`config.mk`:
```
export PLATFORM = sky130hd
export DESIGN_NAME = vga_plot_arbiter_flat
export DESIGN_NICKNAME = d
export VERILOG_FILES = /design/src/rtl/vga_plot_arbiter_if.sv /design/src/rtl/vga_plot_arbiter.sv /design/src/flat_wrapper.sv
export SDC_FILE = /design/constraint.sdc
export NUM_CORES = 1
export LEC_CHECK = 0
export BUFFER_PORTS_ARGS = -buffer_cell sky130_fd_sc_hd__buf_2
export CAP_MARGIN = 20
export CORE_MARGIN = 4
export CORE_UTILIZATION = 30
export DETAILED_ROUTE_END_ITERATION = 12
export GPL_TIMING_DRIVEN = 0
export SYNTH_ARGS = -nofsm -noshare
export SYNTH_HDL_FRONTEND = slang
export SYNTH_SLANG_ARGS = --single-unit
```
`constraint.sdc`:
```
create_clock -name clk -period 1.84 [get_ports clk]
set_input_delay 0.368 -clock clk [delete_from_list [all_inputs] [get_ports clk]]
set_output_delay 0.368 -clock clk [all_outputs]
set_load 0.005 [all_outputs]
```
`src/rtl/vga_plot_arbiter_if.sv`:
```
// Pixel-request bus between the three drawing requesters and the plot arbiter,
// including the registered pixel stream that feeds vga_adapter.
interface vga_plot_arbiter_if;
    logic [2:0] req;
    logic [2:0] last;
    logic [8:0] colour_0;
    logic [8:0] colour_1;
    logic [8:0] colour_2;
    logic [7:0] x_0;
    logic [7:0] x_1;
    logic [7:0] x_2;
    logic [6:0] y_0;
    logic [6:0] y_1;
    logic [6:0] y_2;
    logic [2:0] gnt;
    logic [2:0] accept;
    logic [8:0] colour;
    logic [7:0] x;
    logic [6:0] y;
    logic       plot;
    logic       busy;

    modport master (
        output req, last, colour_0, colour_1, colour_2, x_0, x_1, x_2, y_0, y_1, y_2,
        input  gnt, accept, colour, x, y, plot, busy
    );

    modport slave (
        input  req, last, colour_0, colour_1, colour_2, x_0, x_1, x_2, y_0, y_1, y_2,
        output gnt, accept, colour, x, y, plot, busy
    );
endinterface

```
`src/rtl/vga_plot_arbiter.sv`:
```
// Round-robin arbiter sharing one vga_adapter write port between three pixel
// requesters, with bounded bursts and optional transparent-colour skipping.
module vga_plot_arbiter #(
    parameter int unsigned MAX_BURST   = 64,
    parameter logic [8:0]  TRANSPARENT = 9'h1FF,
    parameter bit          TRANSP_EN   = 1'b1
) (
    input logic             clk,
    input logic             resetn,
    vga_plot_arbiter_if.slave bus
);

    typedef enum logic [0:0] {StIdle, StOwn} state_e;

    localparam logic [7:0] BurstLast = 8'(MAX_BURST - 1);

    state_e     state_q, state_d;
    logic [2:0] gnt_q, gnt_d;
    logic [1:0] last_owner_q, last_owner_d;
    logic [7:0] burst_cnt_q, burst_cnt_d;
    logic [8:0] colour_q, colour_d;
    logic [7:0] x_q, x_d;
    logic [6:0] y_q, y_d;
    logic       plot_q, plot_d;

    logic [2:0] accept;
    logic [2:0] rr_gnt;
    logic [8:0] sel_colour;
    logic [7:0] sel_x;
    logic [6:0] sel_y;
    logic       any_accept;
    logic       last_accept;
    logic       transparent;

    assign accept      = gnt_q & bus.req;
    assign any_accept  = |accept;
    assign last_accept = |(accept & bus.last);

    // gnt_q is one-hot in StOwn, so an AND-OR mux picks the owner's pixel.
    assign sel_colour = ({9{gnt_q[0]}} & bus.colour_0) | ({9{gnt_q[1]}} & bus.colour_1) |
                        ({9{gnt_q[2]}} & bus.colour_2);
    assign sel_x      = ({8{gnt_q[0]}} & bus.x_0) | ({8{gnt_q[1]}} & bus.x_1) |
                        ({8{gnt_q[2]}} & bus.x_2);
    assign sel_y      = ({7{gnt_q[0]}} & bus.y_0) | ({7{gnt_q[1]}} & bus.y_1) |
                        ({7{gnt_q[2]}} & bus.y_2);

    assign transparent = TRANSP_EN && (sel_colour == TRANSPARENT);

    // Search order starts just after the previous owner.
    always_comb begin
        rr_gnt = 3'b000;
        case (last_owner_q)
            2'd0: begin
                if      (bus.req[1]) rr_gnt = 3'b010;
                else if (bus.req[2]) rr_gnt = 3'b100;
                else if (bus.req[0]) rr_gnt = 3'b001;
            end
            2'd1: begin
                if      (bus.req[2]) rr_gnt = 3'b100;
                else if (bus.req[0]) rr_gnt = 3'b001;
                else if (bus.req[1]) rr_gnt = 3'b010;
            end
            default: begin
                if      (bus.req[0]) rr_gnt = 3'b001;
                else if (bus.req[1]) rr_gnt = 3'b010;
                else if (bus.req[2]) rr_gnt = 3'b100;
            end
        endcase
    end

    always_comb begin
        state_d      = state_q;
        gnt_d        = gnt_q;
        last_owner_d = last_owner_q;
        burst_cnt_d  = burst_cnt_q;
        colour_d     = colour_q;
        x_d          = x_q;
        y_d          = y_q;
        plot_d       = 1'b0;
        case (state_q)
            StIdle: begin
                if (|bus.req) begin
                    gnt_d       = rr_gnt;
                    burst_cnt_d = 8'd0;
                    state_d     = StOwn;
                end
            end
            StOwn: begin
                if (any_accept) begin
                    burst_cnt_d = burst_cnt_q + 8'd1;
                    if (!transparent) begin
                        colour_d = sel_colour;
                        x_d      = sel_x;
                        y_d      = sel_y;
                        plot_d   = 1'b1;
                    end
                end
                // Any combination of release causes collapses into one release.
                if (!any_accept || last_accept || (burst_cnt_q == BurstLast)) begin
                    state_d      = StIdle;
                    gnt_d        = 3'b000;
                    last_owner_d = {gnt_q[2], gnt_q[1]};
                end
            end
        endcase
    end

    always_ff @(posedge clk or negedge resetn) begin
        if (!resetn) begin
            state_q      <= StIdle;
            gnt_q        <= 3'b000;
            last_owner_q <= 2'd2;
            burst_cnt_q  <= 8'd0;
            colour_q     <= 9'd0;
            x_q          <= 8'd0;
            y_q          <= 7'd0;
            plot_q       <= 1'b0;
        end else begin
            state_q      <= state_d;
            gnt_q        <= gnt_d;
            last_owner_q <= last_owner_d;
            burst_cnt_q  <= burst_cnt_d;
            colour_q     <= colour_d;
            x_q          <= x_d;
            y_q          <= y_d;
            plot_q       <= plot_d;
        end
    end

    assign bus.gnt    = gnt_q;
    assign bus.accept = accept;
    assign bus.colour = colour_q;
    assign bus.x      = x_q;
    assign bus.y      = y_q;
    assign bus.plot   = plot_q;
    assign bus.busy   = (state_q == StOwn);

endmodule

```
`src/flat_wrapper.sv`:
```
// flat-port wrapper written by rule: the top's interface ports become plain ports
module vga_plot_arbiter_flat 
#(
    parameter int unsigned MAX_BURST   = 64,
    parameter logic [8:0]  TRANSPARENT = 9'h1FF,
    parameter bit          TRANSP_EN   = 1'b1
)
  (clk, resetn, bus_req, bus_last, bus_colour_0, bus_colour_1, bus_colour_2, bus_x_0, bus_x_1, bus_x_2, bus_y_0, bus_y_1, bus_y_2, bus_gnt, bus_accept, bus_colour, bus_x, bus_y, bus_plot, bus_busy);
  vga_plot_arbiter_if bus_i ();
  input logic clk;
  input logic resetn;
  input wire logic [$bits(bus_i.req)-1:0] bus_req;
  input wire logic [$bits(bus_i.last)-1:0] bus_last;
  input wire logic [$bits(bus_i.colour_0)-1:0] bus_colour_0;
  input wire logic [$bits(bus_i.colour_1)-1:0] bus_colour_1;
  input wire logic [$bits(bus_i.colour_2)-1:0] bus_colour_2;
  input wire logic [$bits(bus_i.x_0)-1:0] bus_x_0;
  input wire logic [$bits(bus_i.x_1)-1:0] bus_x_1;
  input wire logic [$bits(bus_i.x_2)-1:0] bus_x_2;
  input wire logic [$bits(bus_i.y_0)-1:0] bus_y_0;
  input wire logic [$bits(bus_i.y_1)-1:0] bus_y_1;
  input wire logic [$bits(bus_i.y_2)-1:0] bus_y_2;
  output wire logic [$bits(bus_i.gnt)-1:0] bus_gnt;
  output wire logic [$bits(bus_i.accept)-1:0] bus_accept;
  output wire logic [$bits(bus_i.colour)-1:0] bus_colour;
  output wire logic [$bits(bus_i.x)-1:0] bus_x;
  output wire logic [$bits(bus_i.y)-1:0] bus_y;
  output wire logic [$bits(bus_i.plot)-1:0] bus_plot;
  output wire logic [$bits(bus_i.busy)-1:0] bus_busy;
  assign bus_i.req = bus_req;
  assign bus_i.last = bus_last;
  assign bus_i.colour_0 = bus_colour_0;
  assign bus_i.colour_1 = bus_colour_1;
  assign bus_i.colour_2 = bus_colour_2;
  assign bus_i.x_0 = bus_x_0;
  assign bus_i.x_1 = bus_x_1;
  assign bus_i.x_2 = bus_x_2;
  assign bus_i.y_0 = bus_y_0;
  assign bus_i.y_1 = bus_y_1;
  assign bus_i.y_2 = bus_y_2;
  assign bus_gnt = bus_i.gnt;
  assign bus_accept = bus_i.accept;
  assign bus_colour = bus_i.colour;
  assign bus_x = bus_i.x;
  assign bus_y = bus_i.y;
  assign bus_plot = bus_i.plot;
  assign bus_busy = bus_i.busy;
  vga_plot_arbiter #(.MAX_BURST(MAX_BURST), .TRANSPARENT(TRANSPARENT), .TRANSP_EN(TRANSP_EN)) u_core (.clk(clk), .resetn(resetn), .bus(bus_i));
endmodule
```
==> summary.md, run 1 <==
| Metric | Value |
|---|---|
| Startpoint types | register |
| Syn Inst Count | 182 |
| Grt total ovfl | 0 |
| Chip Width | 90.0 µm |
| Worst r2r src | u_core.bus.gnt[0] |
| Total routing usage reported by global routing | 15.7% |
| Mapped Area | 2020 µm² |
| Max cap viols | 0 |
| Clk root buf | clkbuf_8 |
| Post-synthesis compound-gate area fraction | 21.9% |
| Status | complete, but fails checks |
| Crit-path max FO | 6 |
| DP HPWL | between 4000 and 5000 µm |
| Clk buf depth | 2 |
| Initial Utilization | 31.4% |
| Final Worst Setup Slack | -0.221 ns |
| Post-Synth Adder-Cell Area | 0.621% |
| Worst setup EP type | register |
| Overall power | 0.00513 W |
| Initial antenna violation count | 0 |
| Worst skew pair latency | 0.29 ns |
| Most frequent cells in the layout | buf_2, dfrtp_1, a222oi_1 |
| Hold buffer count at CTS | 0 |
| Met2 global-route usage | about a quarter |
| Vias per cell | between 5 and 6 |
| Top Usage Layer GRT | met2 |
| Die area | around 8100 µm² |
| Max Clk Rate | 485 MHz |
| First-pass GRT wire length | 10,300 µm |
| Final instance area | around 3200 µm² |
| Synth Register Bits | 39 |
| FP Rows | 29 |
| Critical Path RT | 2.06 ns |
| Aggregate routed wire length | between 6000 and 7000 µm |
| Die height | 90.0 µm |
| Distinct cells, synth | 36 |
| IO Pins | 112 |
| Area contributors post-synth | dfrtp_1, a222oi_1, mux2i_1 |
| CTS HTree Levels | 2 |
| Largest net degree at the start of global routing | 40 |
| Final period util | 112% |
| Length of the first detailed-routing pass in iterations | 5 |
| Setup violators final | 24 |
| Met3 global-route usage | 6.01% |
| Syn_nets | 263 |
| Seq/Total Area, Yosys | roughly 48% |
| Worst Clk Skew | between 0.009 and 0.01 ns |
| Post-Synth Simple-Gate Area | between 10% and 20% |
| DR iter-0 viols | 170 |
| Synth-to-layout area growth | 60.2% |
| Met1 usage | 19.9% |
| Worst slew pin tran | 0.885 ns |
| Xor and xnor area share after synthesis | around 1.3% |
| Fin nets | 413 |
| Main combinational cell family by area after synthesis | compound AO/OA/AOI/OAI gates |
| Filler Cell Count | 588 |
| P per Cell Area | 1590 nW/µm² |
| Vias | 2,107 |
| Violated checks | negative setup slack |
| Antenna cells | 0 |
| Synth Warn # | 0 |
| CORE AREA | 6420 µm² |
| Yosys top cell area share | approximately 47% |
| Clk slew on worst S/H paths | 0.08 ns |
| Peak supply drop | 0.000715 V |
| Cell taking the most area after synthesis | dfrtp_1 |
| Commonest non-fill, non-tap cell in the layout | buf_2 |
| Slew Limit Headroom | 41.0% |
| Crit path launch | u_core.bus.gnt[0] |
| Fin. Hold Viols | 0 |
| Unrepaired setup endpoints after global routing | true |
| Hold Path Class | in2async |
| CTS buffer count | 5 |
| Port-buffer cells | 111 |
| Crit path time final | 2.06 ns |
| Number of global-route vias before repair | approximately 2.1k |
| Remaining DRCs | 0 |
| Clock Sinks | 39 |
| Final Max Slew Viols | 0 |
| Antenna Violating Nets Remaining | 0 |
| Mux contribution to synthesized area | 10.6% |
| Worst path arrival time | 2.28 ns |
| DR WL/cell | roughly 16 µm |
| Pleak | 1.58 nW |
| Syn Area/Cell | between 10 and 15 µm² |
| CTS tree | yes |
| Share of cells above drive strength 1 | 55.4% |
| CP Class | reg2reg |
| Gpl congestion | 0.729 |
| Placed Instance Area | 2680 µm² |
[final cells by class]
cell class	count	area, µm²	area share (%)
Timing Repair Buffer	144	871	27.0
Clock inverter	1	8.76	0.271
Sequential cell	39	977	30.3
Buffer	12	130	4.03
Tap cell	77	96.3	2.98
Inverter	18	67.6	2.09
Clock buffer	6	82.6	2.56
Multi-Input combinational cell	112	996	30.8
[cell families (layout without fill, tap and decap cells)]
group,after synthesis,count (layout)
xor+xnor,3,3
mux,21,21
buf+inv,31,181
simple gates,39,39
fa+ha+maj,1,1
flops,39,39
compound gates,48,48
[cell usage after synthesis, drive strengths merged]
| cell type | number |
|---|---|
| a21o | 1 |
| a21oi | 2 |
| a222oi | 25 |
| a22o | 1 |
| a2bb2oi | 9 |
| a31o | 1 |
| a31oi | 1 |
| a32o | 2 |
| and2 | 3 |
| buf | 7 |
| clkbuf | 6 |
| dfrtp | 38 |
| dfstp | 1 |
| ha | 1 |
| inv | 18 |
| mux2 | 3 |
| mux2i | 18 |
| nand2 | 4 |
| nand3 | 8 |
| nand4 | 1 |
| nand4b | 1 |
| nor2 | 8 |
| nor2b | 3 |
| nor3 | 4 |
| nor3b | 1 |
| nor4 | 4 |
| o21ai | 4 |
| o2bb2ai | 1 |
| o31ai | 1 |
| or2 | 1 |
| or2b | 1 |
| xnor2 | 3 |
[routing by layer]
metal,routed length (µm),vias up
met3,659,7
met2,3030,103
met4,80,0
li1,-,1009
met5,0,-
met1,2920,988
[final timing paths]
kind                                         endpoint  slack [ns]  cells after the start
worst max-delay path                  u_core.bus.x[4]       -0.22                      9
worst max register to register        u_core.bus.x[4]       -0.22                      9
worst min register to register        u_core.bus.y[3]        0.52                      2
max in group asynchronous       u_core.burst_cnt_q[5]        1.09                      1
min in group clk                      u_core.bus.y[6]        0.37                      3
worst min-delay path                  u_core.bus.y[3]        0.19                      1
[per-stage QoR]
stage / setup slack, ns / instances / util [%] / hold slack, ns / setup TNS [ns]
after floorplan: -0.00935 / 182 / - / 0.0724 / -0.102
after global placement: -0.280 / 370 / 41.7 / 0.502 / -7.41
after detailed placement: -0.286 / 370 / 41.7 / 0.507 / -7.66
after CTS: -0.104 / 401 / 48.3 / 0.225 / -1.45
after global routing: -0.296 / 409 / 50.3 / 0.250 / -6.41
final: -0.221 / 409 / 50.3 / 0.194 / -4.35
[registers in the layout (all words and copies together) (netlist names)]
register             count
u_core.bus.colour        9
u_core.burst_cnt_q       8
u_core.bus.x             8
u_core.bus.y             7
u_core.bus.gnt           3
u_core.last_owner_q      2
u_core.bus.busy          1
u_core.bus.plot          1
[critical path, cell delays in order (launching register included)]
cell,delay (ns)
dfrtp_1,0.39
buf_6,0.14
buf_6,0.13
a222oi_1,0.41
buf_4,0.21
nor3_4,0.04
a31oi_4,0.19
buf_12,0.15
clkbuf_16,0.14
mux2i_1,0.17
[report_power, final]
group / leakage [nW] / internal (W) / switching [W]
Combinational: 1.04 / 0.00171 / 0.00136
Sequential: 0.491 / 0.00121 / 0.000237
Clock: 0.0477 / 0.000302 / 0.000312
Total: 1.58 / 0.00322 / 0.00191
[repair_timing]
item | in CTS | in global routing
gates resized for setup | 40 | 16
hold endpoints to repair | 0 | 0
pin swaps | 2 | 7
setup buffers | 23 | 7
setup endpoints to repair | 37 | 35
cloned | 1 | 2
Note: power is estimated with default switching activity, not from simulation.
==> run 2, diff against run 1 <==
RECOVER_POWER = 100   (was not set)
==> run 2 against run 1 <==
Effect of this change:
- the flow still finishes with violations (negative setup slack)
- flip-flop and latch count did not move
- maximum frequency rose by 0.69%
- die area did not move
- count of clock-buffer cells in the layout did not move
- highest routed layer unchanged
==> summary.md, run 2 (same netlist as run 1, synthesis figures left out) <==
| Metric | Value |
|---|---|
| Clk slew on worst S/H paths | 0.08 ns (about the same) |
| Metal3 WL | 609 µm (-7.6%) |
| Initial antenna violation count | 0 (unchanged) |
| Critical Path RT | 2.06 ns (about the same) |
| Synth-to-layout area growth | 58.8% |
| Filler Cell Count | 598 (+1.7%) |
| CTS buffer count | 5 (unchanged) |
| Remaining DRCs | 0 (unchanged) |
| Final Max Slew Viols | 0 (unchanged) |
| Routed met1 length | 2940 µm (+0.93%) |
| Clk root buf | clkbuf_8 |
| Aggregate routed wire length | 6650 µm (-0.54%) |
| Crit path time final | 2.05 ns (-0.0142 ns) |
| Footprint of the multi-input gates | 996 µm² (unchanged) |
| Fin Setup TNS | -4.01 ns (+0.343 ns) |
| Crit-path max FO | 6 (unchanged) |
| CTS tree | yes |
| Max FFs per register | 9 (unchanged) |
| Final period util | 111% (-0.77 points) |
| Worst path arrival time | 2.26 ns (-0.02 ns) |
| First-pass GRT wire length | 10,300 µm (unchanged) |
| CORE AREA | 6420 µm² (unchanged) |
| Most frequent cells in the layout | buf_2, dfrtp_1, a222oi_1 |
| Register area | 977 µm² (unchanged) |
| Share of cells above drive strength 1 | 49.4% (-6.0 points) |
| Largest net degree at the start of global routing | 40 (unchanged) |
| Gpl congestion | 0.729 (unchanged) |
| Unrepaired setup endpoints after global routing | true |
| Die height | 90.0 µm (unchanged) |
| Initial Utilization | 31.4% (unchanged) |
| IO Pins | 112 (unchanged) |
| Antenna cells | 0 (unchanged) |
| Clk buf depth | 2 (unchanged) |
| Worst skew pair latency | 0.29 ns (about the same) |
| Worst Clk Skew | 0.00982 ns (-0.0000439 ns) |
| Antenna Violating Nets Remaining | 0 (unchanged) |
| CP Class | reg2reg |
| Port-buffer cells | 111 (unchanged) |
| Chip Width | 90.0 µm (unchanged) |
| Peak supply drop | 0.000705 V (-1.5%) |
| Hold Path Class | in2async |
| DR iter-0 viols | 169 (-0.59%) |
| Pleak | 1.52 nW (-3.9%) |
| Slew Limit Headroom | 34.5% (-6.4 points) |
| Cell total after placement | 370 (unchanged) |
| Startpoint types | register |
| Worst slew pin tran | 0.982 ns (+0.0967 ns) |
| Max cap viols | 0 (unchanged) |
| Length of the first detailed-routing pass in iterations | 5 (unchanged) |
| Final Worst Setup Slack | -0.207 ns (+0.0142 ns) |
| Number of global-route vias before repair | 2,127 (unchanged) |
| Fin cells | 409 (unchanged) |
| Vias per cell | 5.12 (-0.57%) |
| Grt total ovfl | 0 (unchanged) |
| Max Clk Rate | 489 MHz (+0.69%) |
| Commonest non-fill, non-tap cell in the layout | buf_2 |
| Uppermost layer routed | met4 |
| Violated checks | negative setup slack |
| Worst setup EP type | register |
| DR WL/cell | 16.3 µm (-0.54%) |
| DR WL met2 | 3020 µm (-0.43%) |
| CTS HTree Levels | 2 (unchanged) |
| Clock Sinks | 39 (unchanged) |
| Fin nets | 413 (unchanged) |
| Reg2reg path depth | 9 (unchanged) |
| Status | complete, but fails checks |
| FP Rows | 29 (unchanged) |
| Fin. Hold Viols | 0 (unchanged) |
| Die area | 8090 µm² (unchanged) |
| Setup violators final | 26 (+8.3%) |
| DP HPWL | 4570 µm (unchanged) |
| Vias | 2,095 (-0.57%) |
| P per Cell Area | 1580 nW/µm² (-0.30%) |
| WHS | 0.226 ns (+0.0317 ns) |
| Total routing usage reported by global routing | 15.7% (unchanged) |
==> run 2: changes by cell type in the layout (fill, tap and decap cells not counted), sizes merged <==
cell,before,now
buf,152,132
clkbuf,10,30
==> run 2: area by class of cell <==
| class | instances | share of cell area, % |
|---|---|---|
| Clock buffer | 6 | 2.58 |
| Multi-Input combinational cell | 112 | 31.1 |
| Clock inverter | 1 | 0.274 |
| Inverter | 18 | 2.11 |
| Buffer | 12 | 4.06 |
| Sequential cell | 39 | 30.5 |
| Tap cell | 77 | 3.01 |
| Timing Repair Buffer | 144 | 26.3 |
==> run 2: through the flow <==
stage	total power, W	setup slack, ns	instance area, µm²	util [%]
global placement	0.00347	-0.280	2680	41.7
CTS	0.00484	-0.104	3100	48.3
detailed placement	0.00351	-0.286	2680	41.7
floorplan	0.00272	-0.00935	2030	-
global route	0.00542	-0.296	3200	49.9
finish	0.00507	-0.207	3200	49.9
==> run 2: what timing repair did <==
item | CTS | global route
pin swaps | 2 | 7
resized for setup | 40 | 16
endpoints found under the setup margin | 37 | 35
setup buffers | 23 | 7
cloned | 1 | 2
hold buffers | 0 | 0
==> run 2: where the power goes <==
group	internal [W]	total (W)	switching (W)
Clock	0.000302	0.000612	0.000310
Combinational	0.00165	0.00301	0.00136
Sequential	0.00121	0.00145	0.000242
Total	0.00316	0.00507	0.00191
==> run 2: path summary, 6_finish.rpt <==
check / end / from / slack [ns]
worst max-delay path: u_core.bus.y[3] / u_core.bus.gnt[0] / -0.21
worst min-delay path: u_core.bus.y[3] / resetn / 0.23
worst max register to register: u_core.bus.y[3] / u_core.bus.gnt[0] / -0.21
worst min register to register: u_core.bus.y[3] / u_core.bus.y[3] / 0.52
max in group asynchronous: u_core.burst_cnt_q[5] / resetn / 1.00
min in group clk: u_core.bus.y[6] / bus_y_2[6] / 0.37
==> run 2: routing by layer <==
metal / up-vias / global-route usage (%)
li1: 1008 / -
met1: 986 / 19.9
met2: 94 / 25.4
met3: 7 / 6.01
met4: 0 / 3.57
met5: - / 0
==> run 2: critical path: stages, from the launching register on <==
cell	delay (ns)
dfrtp_1	0.39
buf_6	0.14
buf_6	0.13
a222oi_1	0.40
buf_4	0.21
nor3_4	0.04
a31oi_4	0.19
buf_12	0.15
buf_6	0.13
mux2i_1	0.19
